===== src/rtl/window_addr_scan.sv =====
// window_addr_scan
//    Scans a WIN_H x WIN_V window over an IMG_H x IMG_V row-major image in
//    raster order (x fastest) with steps of STRIDE_H / STRIDE_V. It emits the
//    pixel addresses of every window position over a valid/ready handshake.
//    MODE=0 presents one whole window per beat. MODE=1 presents one address
//    per beat, in row-major element order. All address arithmetic wraps
//    modulo 2^ADDR_W.
//
// Ports
//    clk, rst      rising-edge clock, asynchronous active-high reset
//    start         one-cycle pulse; begins a scan when idle
//    pause         holds off new beats while high (ignored during a stall)
//    base_addr_in  image base address, latched on start
//    out_ready     consumer accepts the presented beat
//    out_valid     beat valid
//    addr_out      element k = i*WIN_H + j at [ADDR_W*(k+1)-1 : ADDR_W*k];
//                  MODE=1 drives only element 0
//    elem_idx      MODE=1: element index of the current address; MODE=0: 0
//    win_first     beat belongs to window position (0,0)
//    win_last      final beat of the scan
//    busy          scan in progress
//    done          one-cycle pulse after the final beat is accepted
module window_addr_scan #(
   parameter int unsigned ADDR_W   = 32,
   parameter int unsigned WIN_H    = 5,
   parameter int unsigned WIN_V    = 5,
   parameter int unsigned IMG_H    = 35,
   parameter int unsigned IMG_V    = 35,
   parameter int unsigned STRIDE_H = 1,
   parameter int unsigned STRIDE_V = 1,
   parameter int unsigned MODE     = 0,
   localparam int unsigned IDX_W   = (WIN_H * WIN_V > 1) ? $clog2(WIN_H * WIN_V) : 1
) (
   input  logic                            clk,
   input  logic                            rst,
   input  logic                            start,
   input  logic                            pause,
   input  logic [ADDR_W-1:0]               base_addr_in,
   input  logic                            out_ready,
   output logic                            out_valid,
   output logic [ADDR_W*WIN_H*WIN_V-1:0]   addr_out,
   output logic [IDX_W-1:0]                elem_idx,
   output logic                            win_first,
   output logic                            win_last,
   output logic                            busy,
   output logic                            done
);

   localparam int unsigned N  = WIN_H * WIN_V;
   localparam int unsigned NX = (IMG_H - WIN_H) / STRIDE_H + 1;
   localparam int unsigned NY = (IMG_V - WIN_V) / STRIDE_V + 1;
   localparam int unsigned XW = (NX > 1) ? $clog2(NX) : 1;
   localparam int unsigned YW = (NY > 1) ? $clog2(NY) : 1;

   localparam logic [ADDR_W-1:0] COL_STEP = ADDR_W'(STRIDE_H);
   localparam logic [ADDR_W-1:0] ROW_STEP = ADDR_W'(STRIDE_V * IMG_H);

   // Constant offset of window element k relative to the anchor pixel.
   function automatic logic [ADDR_W-1:0] elem_off(input int unsigned k);
      return ADDR_W'((k / WIN_H) * IMG_H + (k % WIN_H));
   endfunction

   typedef enum logic {S_IDLE, S_RUN} state_t;

   state_t             state_q, state_d;
   logic               valid_q, valid_d;
   logic               done_q, done_d;
   logic               load, advance;
   logic               pos_last, k_last, last_beat;
   logic [ADDR_W-1:0]  row_base_q;   // anchor of x=0 on the current row
   logic [ADDR_W-1:0]  anchor_q;
   logic [XW-1:0]      x_q;
   logic [YW-1:0]      y_q;
   logic [IDX_W-1:0]   k_q;

   assign pos_last  = (x_q == XW'(NX - 1)) && (y_q == YW'(NY - 1));
   assign k_last    = (MODE == 0) || (k_q == IDX_W'(N - 1));
   assign last_beat = pos_last && k_last;

   always_comb begin
      state_d = state_q;
      valid_d = valid_q;
      done_d  = 1'b0;
      load    = 1'b0;
      advance = 1'b0;
      unique case (state_q)
         S_IDLE: begin
            // done high means the previous scan just ended; start is dropped.
            if (start && !done_q) begin
               load    = 1'b1;
               state_d = S_RUN;
               valid_d = !pause;
            end
         end
         S_RUN: begin
            if (valid_q) begin
               if (out_ready) begin
                  if (last_beat) begin
                     valid_d = 1'b0;
                     done_d  = 1'b1;
                     state_d = S_IDLE;
                  end else begin
                     advance = 1'b1;
                     valid_d = !pause;
                  end
               end
            end else begin
               valid_d = !pause;
            end
         end
         default: state_d = S_IDLE;
      endcase
   end

   always_ff @(posedge clk or posedge rst) begin
      if (rst) begin
         state_q    <= S_IDLE;
         valid_q    <= 1'b0;
         done_q     <= 1'b0;
         row_base_q <= '0;
         anchor_q   <= '0;
         x_q        <= '0;
         y_q        <= '0;
         k_q        <= '0;
      end else begin
         state_q <= state_d;
         valid_q <= valid_d;
         done_q  <= done_d;
         if (load) begin
            row_base_q <= base_addr_in;
            anchor_q   <= base_addr_in;
            x_q        <= '0;
            y_q        <= '0;
            k_q        <= '0;
         end else if (advance) begin
            if (!k_last) begin
               k_q <= k_q + 1'b1;
            end else begin
               k_q <= '0;
               if (x_q == XW'(NX - 1)) begin
                  x_q        <= '0;
                  y_q        <= y_q + 1'b1;
                  row_base_q <= row_base_q + ROW_STEP;
                  anchor_q   <= row_base_q + ROW_STEP;
               end else begin
                  x_q      <= x_q + 1'b1;
                  anchor_q <= anchor_q + COL_STEP;
               end
            end
         end
      end
   end

   assign out_valid = valid_q;
   assign done      = done_q;
   assign busy      = (state_q != S_IDLE);
   // Flags and addresses are qualified by out_valid so idle outputs read zero.
   assign win_first = valid_q && (x_q == '0) && (y_q == '0);
   assign win_last  = valid_q && last_beat;

   if (MODE == 0) begin : g_par
      for (genvar k = 0; k < N; k++) begin : g_elem
         assign addr_out[ADDR_W*k +: ADDR_W] = valid_q ? (anchor_q + elem_off(k)) : '0;
      end
      assign elem_idx = '0;
   end else begin : g_ser
      logic [ADDR_W-1:0] off_sel;
      always_comb begin
         off_sel = '0;
         for (int unsigned k = 0; k < N; k++) begin
            if (k_q == IDX_W'(k)) off_sel = elem_off(k);
         end
      end
      assign addr_out[ADDR_W-1:0] = valid_q ? (anchor_q + off_sel) : '0;
      if (N > 1) begin : g_pad
         assign addr_out[ADDR_W*N-1:ADDR_W] = '0;
      end
      assign elem_idx = valid_q ? k_q : '0;
   end

endmodule


===== config.mk =====
export PLATFORM = sky130hd
export DESIGN_NAME = window_addr_scan
export DESIGN_NICKNAME = d
export VERILOG_FILES = /design/src/rtl/window_addr_scan.sv
export SDC_FILE = /design/constraint.sdc
export NUM_CORES = 1
export LEC_CHECK = 0
export CAP_MARGIN = 20
export CORE_AREA = 2 2 329 331
export CTS_BUF_LIST = sky130_fd_sc_hd__clkbuf_16
export DETAILED_ROUTE_END_ITERATION = 12
export DIE_AREA = 0 0 331 333
export GPL_TIMING_DRIVEN = 0
export RECOVER_POWER = 25
export SYNTH_ARGS = -nofsm -noshare
export SYNTH_HDL_FRONTEND = slang
export SYNTH_SLANG_ARGS = --single-unit

===== constraint.sdc =====
create_clock -name clk -period 7.21 [get_ports clk]
set_input_delay 0.721 -clock clk [delete_from_list [all_inputs] [get_ports clk]]
set_output_delay 0.721 -clock clk [all_outputs]
set_load 0.01 [all_outputs]

==> summary.txt <==
Setup path
  • CP Capture Type: output pin
  • CP max stage cell: a211oi_1
  • Critical-path cell list: buf_2 > clkinv_1 > ha_1 > clkbuf_1 > a211oi_1 > clkbuf_1 > clkbuf_1 > o21ai_0 > a21oi_1 > clkdlybuf4s50_1
  • Number of buffers and inverters on the critical path: 6
  • Crit path DAT: 5.95 ns
  • CP delay by family, top: buffers and inverters
  • WP depth: 10
  • Worst setup path class: flop to output pin
  • Worst reg2reg path depth: 8
  • Worst path most repeated cell: clkbuf_1
  • CP Launch Type: flop
  • Setup crit start: anchor_q[3]
  • Critical R2R Launch: anchor_q[11]
  • Critical path fanouts, max: 10
  • Critical path data required time: 6.49 ns
  • Critical path's largest stage delay: 0.92 ns

STA
  • Hold Violations, Final: 0
  • Setup TNS: 0 ns
  • Worst Tran Pin Value: 3.31 ns
  • Fin crit share: 92.5%
  • Relative slew slack: -121%
  • Final-report setup violation count: 0
  • Final min period: 6.67 ns
  • Slew Viols, Final: 50
  • Clk_skew: 0.0119 ns
  • Max Freq: 150 MHz
  • Hold_ws: 0.567 ns
  • RSZ-0062 raised after global routing: no

Job
  • # Max-Cap Violations: 1

Clocking
  • Sink Count: 77
  • Worst-Skew Late Latency: 0.36 ns
  • Post-CTS repair timing setup buffer count: 0
  • H-tree lvl count: 3
  • CTS clock-pin slew for the worst setup and hold paths: 0.07 ns
  • PostCTS Resize Cnt: 0
  • CTS root buf: clkbuf_16
  • CTS tree: built
  • CTS buffer count: 9
  • Clock buffer depth: 2
  • Cts hold-fix bufs: 0

Min path
  • Hold Path Class: flop to flop
  • Hold wc startpoint: y_q[0]
  • Hold Crit Depth: 1

Placed design
  • Post-place instance area: 0.0302 mm2
  • Final GP Congestion: 1.03
  • Port bufs: 841
  • DPL Wire Length: 169 mm

Global route
  • GRT Overall Usage: 35.3%
  • Vias in the first global route: 27100
  • Largest net degree at the start of global routing: 50
  • Gr ovfl total: 0
  • Initial antenna violation count: 19
  • First-pass GRT wire length: 263 mm

Logic synthesis
  • Netlist Area Pre-Place: 0.0193 mm2
  • Synthesized flop and latch total: 77
  • Sequential share of the synthesized area: 10.0%
  • Synthesis warning total: 0
  • Synthesized instance count: 3174
  • Synth cell types: 74
  • Largest cells by area after synthesis: nor2_1 (13%), xnor2_1 (12%), xor2_1 (12%)
  • Ys async rst share: 100%
  • Top cell type's share of synthesized area: 13.5%
  • Number of synthesized flops with an enable pin: 0
  • Cell taking the most area after synthesis: nor2_1
  • Synth Flop Type: dfrtp_1
  • Mean Syn Cell Area: 6.07 um2

Pwr
  • LEAKAGE: 10.3 nW
  • Total power: 0.0104 W
  • P per Cell Area: 340 mW/mm2
  • Maximum vdd drop: 0.122 mV

Die
  • Die Span Y: 333 um
  • Core footprint: 0.107 mm2
  • DIE WIDTH: 331 um
  • Row count: 120
  • Die area: 0.110 mm2
  • Ports: 847
  • Initial core utilization: 18.1%

Detailed routing
  • Iteration-0 DRC Markers: 4689
  • First drt pass iteration count: 7
  • DR WL/cell: 37.2 um
  • Final wirelength: 205 mm
  • DR vias/cell: 5.46
  • DRC: 0
  • Antenna Nets Post-Route: 0
  • Via Count: 30000

Outcome
  • Violated checks: capacitance limit, slew limit
  • Status: finished, violations left

Final layout
  • Final instance area: 0.0305 mm2
  • Nets: 4148
  • Area growth syn-to-layout: 58.4%
  • Share of cells above drive strength 1: 5.67%
## per-layer routing
| metal | part of all wire (%) | global-route usage, % |
|---|---|---|
| met3 | 14 | 15.4 |
| met4 | 8.5 | 23.1 |
| met5 | 0.060 | 0 |
| met1 | 37 | 42.0 |
| met2 | 41 | 51.0 |
## through the flow
step	util, %	std cells	setup WS (ns)
2_1_floorplan	-	3178	3.91
3_3_place_gp	27.6	5422	1.13
3_5_place_dp	28.4	5472	1.20
4_1_cts	28.6	5488	0.784
5_1_grt	28.6	5497	0.617
6_report	28.7	5501	0.544
## path summary, 6_finish.rpt
kind,endpoint,slack (ns)
max reg2reg,anchor_q[25],2.93
min in group asynchronous,row_base_q[6],1.17
max in group asynchronous,anchor_q[1],2.34
min,y_q[0],0.57
max,addr_out[571],0.54
min reg2reg,y_q[0],0.57
## synthesized netlist by cell type (8+ instances only)
cell	n
a21o_1	18
a21oi_1	236
a31oi_1	8
and2_1	72
and3_1	21
and4_1	14
buf_1	46
buf_2	35
buf_4	83
clkbuf_1	247
dfrtp_1	77
ha_1	22
inv_1	31
mux2i_1	19
nand2_1	303
nand2b_1	21
nand3_1	78
nand4_1	39
nor2_1	693
nor2b_1	18
nor3_1	58
nor4_1	15
o21a_1	14
o21ai_0	202
o221a_2	13
o221ai_1	10
or3_1	143
xnor2_1	267
xor2_1	257
## layout make-up
cell class,count,area (um2)
Antenna cell,4,10.0
Clock inverter,7,67.6
Fill cell,12000,76100
Sequential cell,77,1930
Clock buffer,9,225
Multi-Input combinational cell,2653,15300
Buffer,415,1910
Inverter,33,125
Timing Repair Buffer,900,9220
Tap cell,1403,1760
## layout by cell type (no fill, tap or decap), types with 22 or more instances in the layout
| master | count |
|---|---|
| buf_2 | 31 |
| nor2_1 | 692 |
| inv_1 | 32 |
| clkdlybuf4s50_1 | 797 |
| nand3_1 | 78 |
| ha_1 | 22 |
| nand2_1 | 303 |
| xor2_1 | 257 |
| and2_1 | 55 |
| nor3_1 | 60 |
| dfrtp_1 | 77 |
| xnor2_1 | 267 |
| buf_4 | 84 |
| or3_1 | 143 |
| dlygate4sd3_1 | 44 |
| o21ai_0 | 203 |
| a21oi_1 | 236 |
| buf_8 | 37 |
| nand4_1 | 41 |
| clkbuf_1 | 276 |
| buf_1 | 29 |
## where the power goes
part | total [W] | switching (W) | leakage [nW] | internal (W)
clock network | 0.000494 | 0.000226 | 0.148 | 0.000268
logic | 0.00925 | 0.00581 | 9.25 | 0.00344
registers | 0.000655 | 0.000146 | 0.912 | 0.000509
## flip-flops by register name, summed over array words and instances (netlist names)
signal      cells
anchor_q       32
row_base_q     32
out_valid       1
done            1
x_q             5
y_q             5
busy            1
## cell families (layout without fill, tap and decap cells)
logic type / after synthesis / count (layout) / synth area share [%]
compound gates: 560 / 560 / 16.5
other cells: 1 / 9 / 0.0195
flops: 77 / 77 / 10.0
fa+ha+maj: 22 / 22 / 1.43
mux: 21 / 21 / 1.10
xor+xnor: 524 / 524 / 23.8
simple gates: 1521 / 1521 / 36.5
buf+inv: 448 / 1364 / 10.6
No activity file was read; power rests on OpenSTA's default activity.
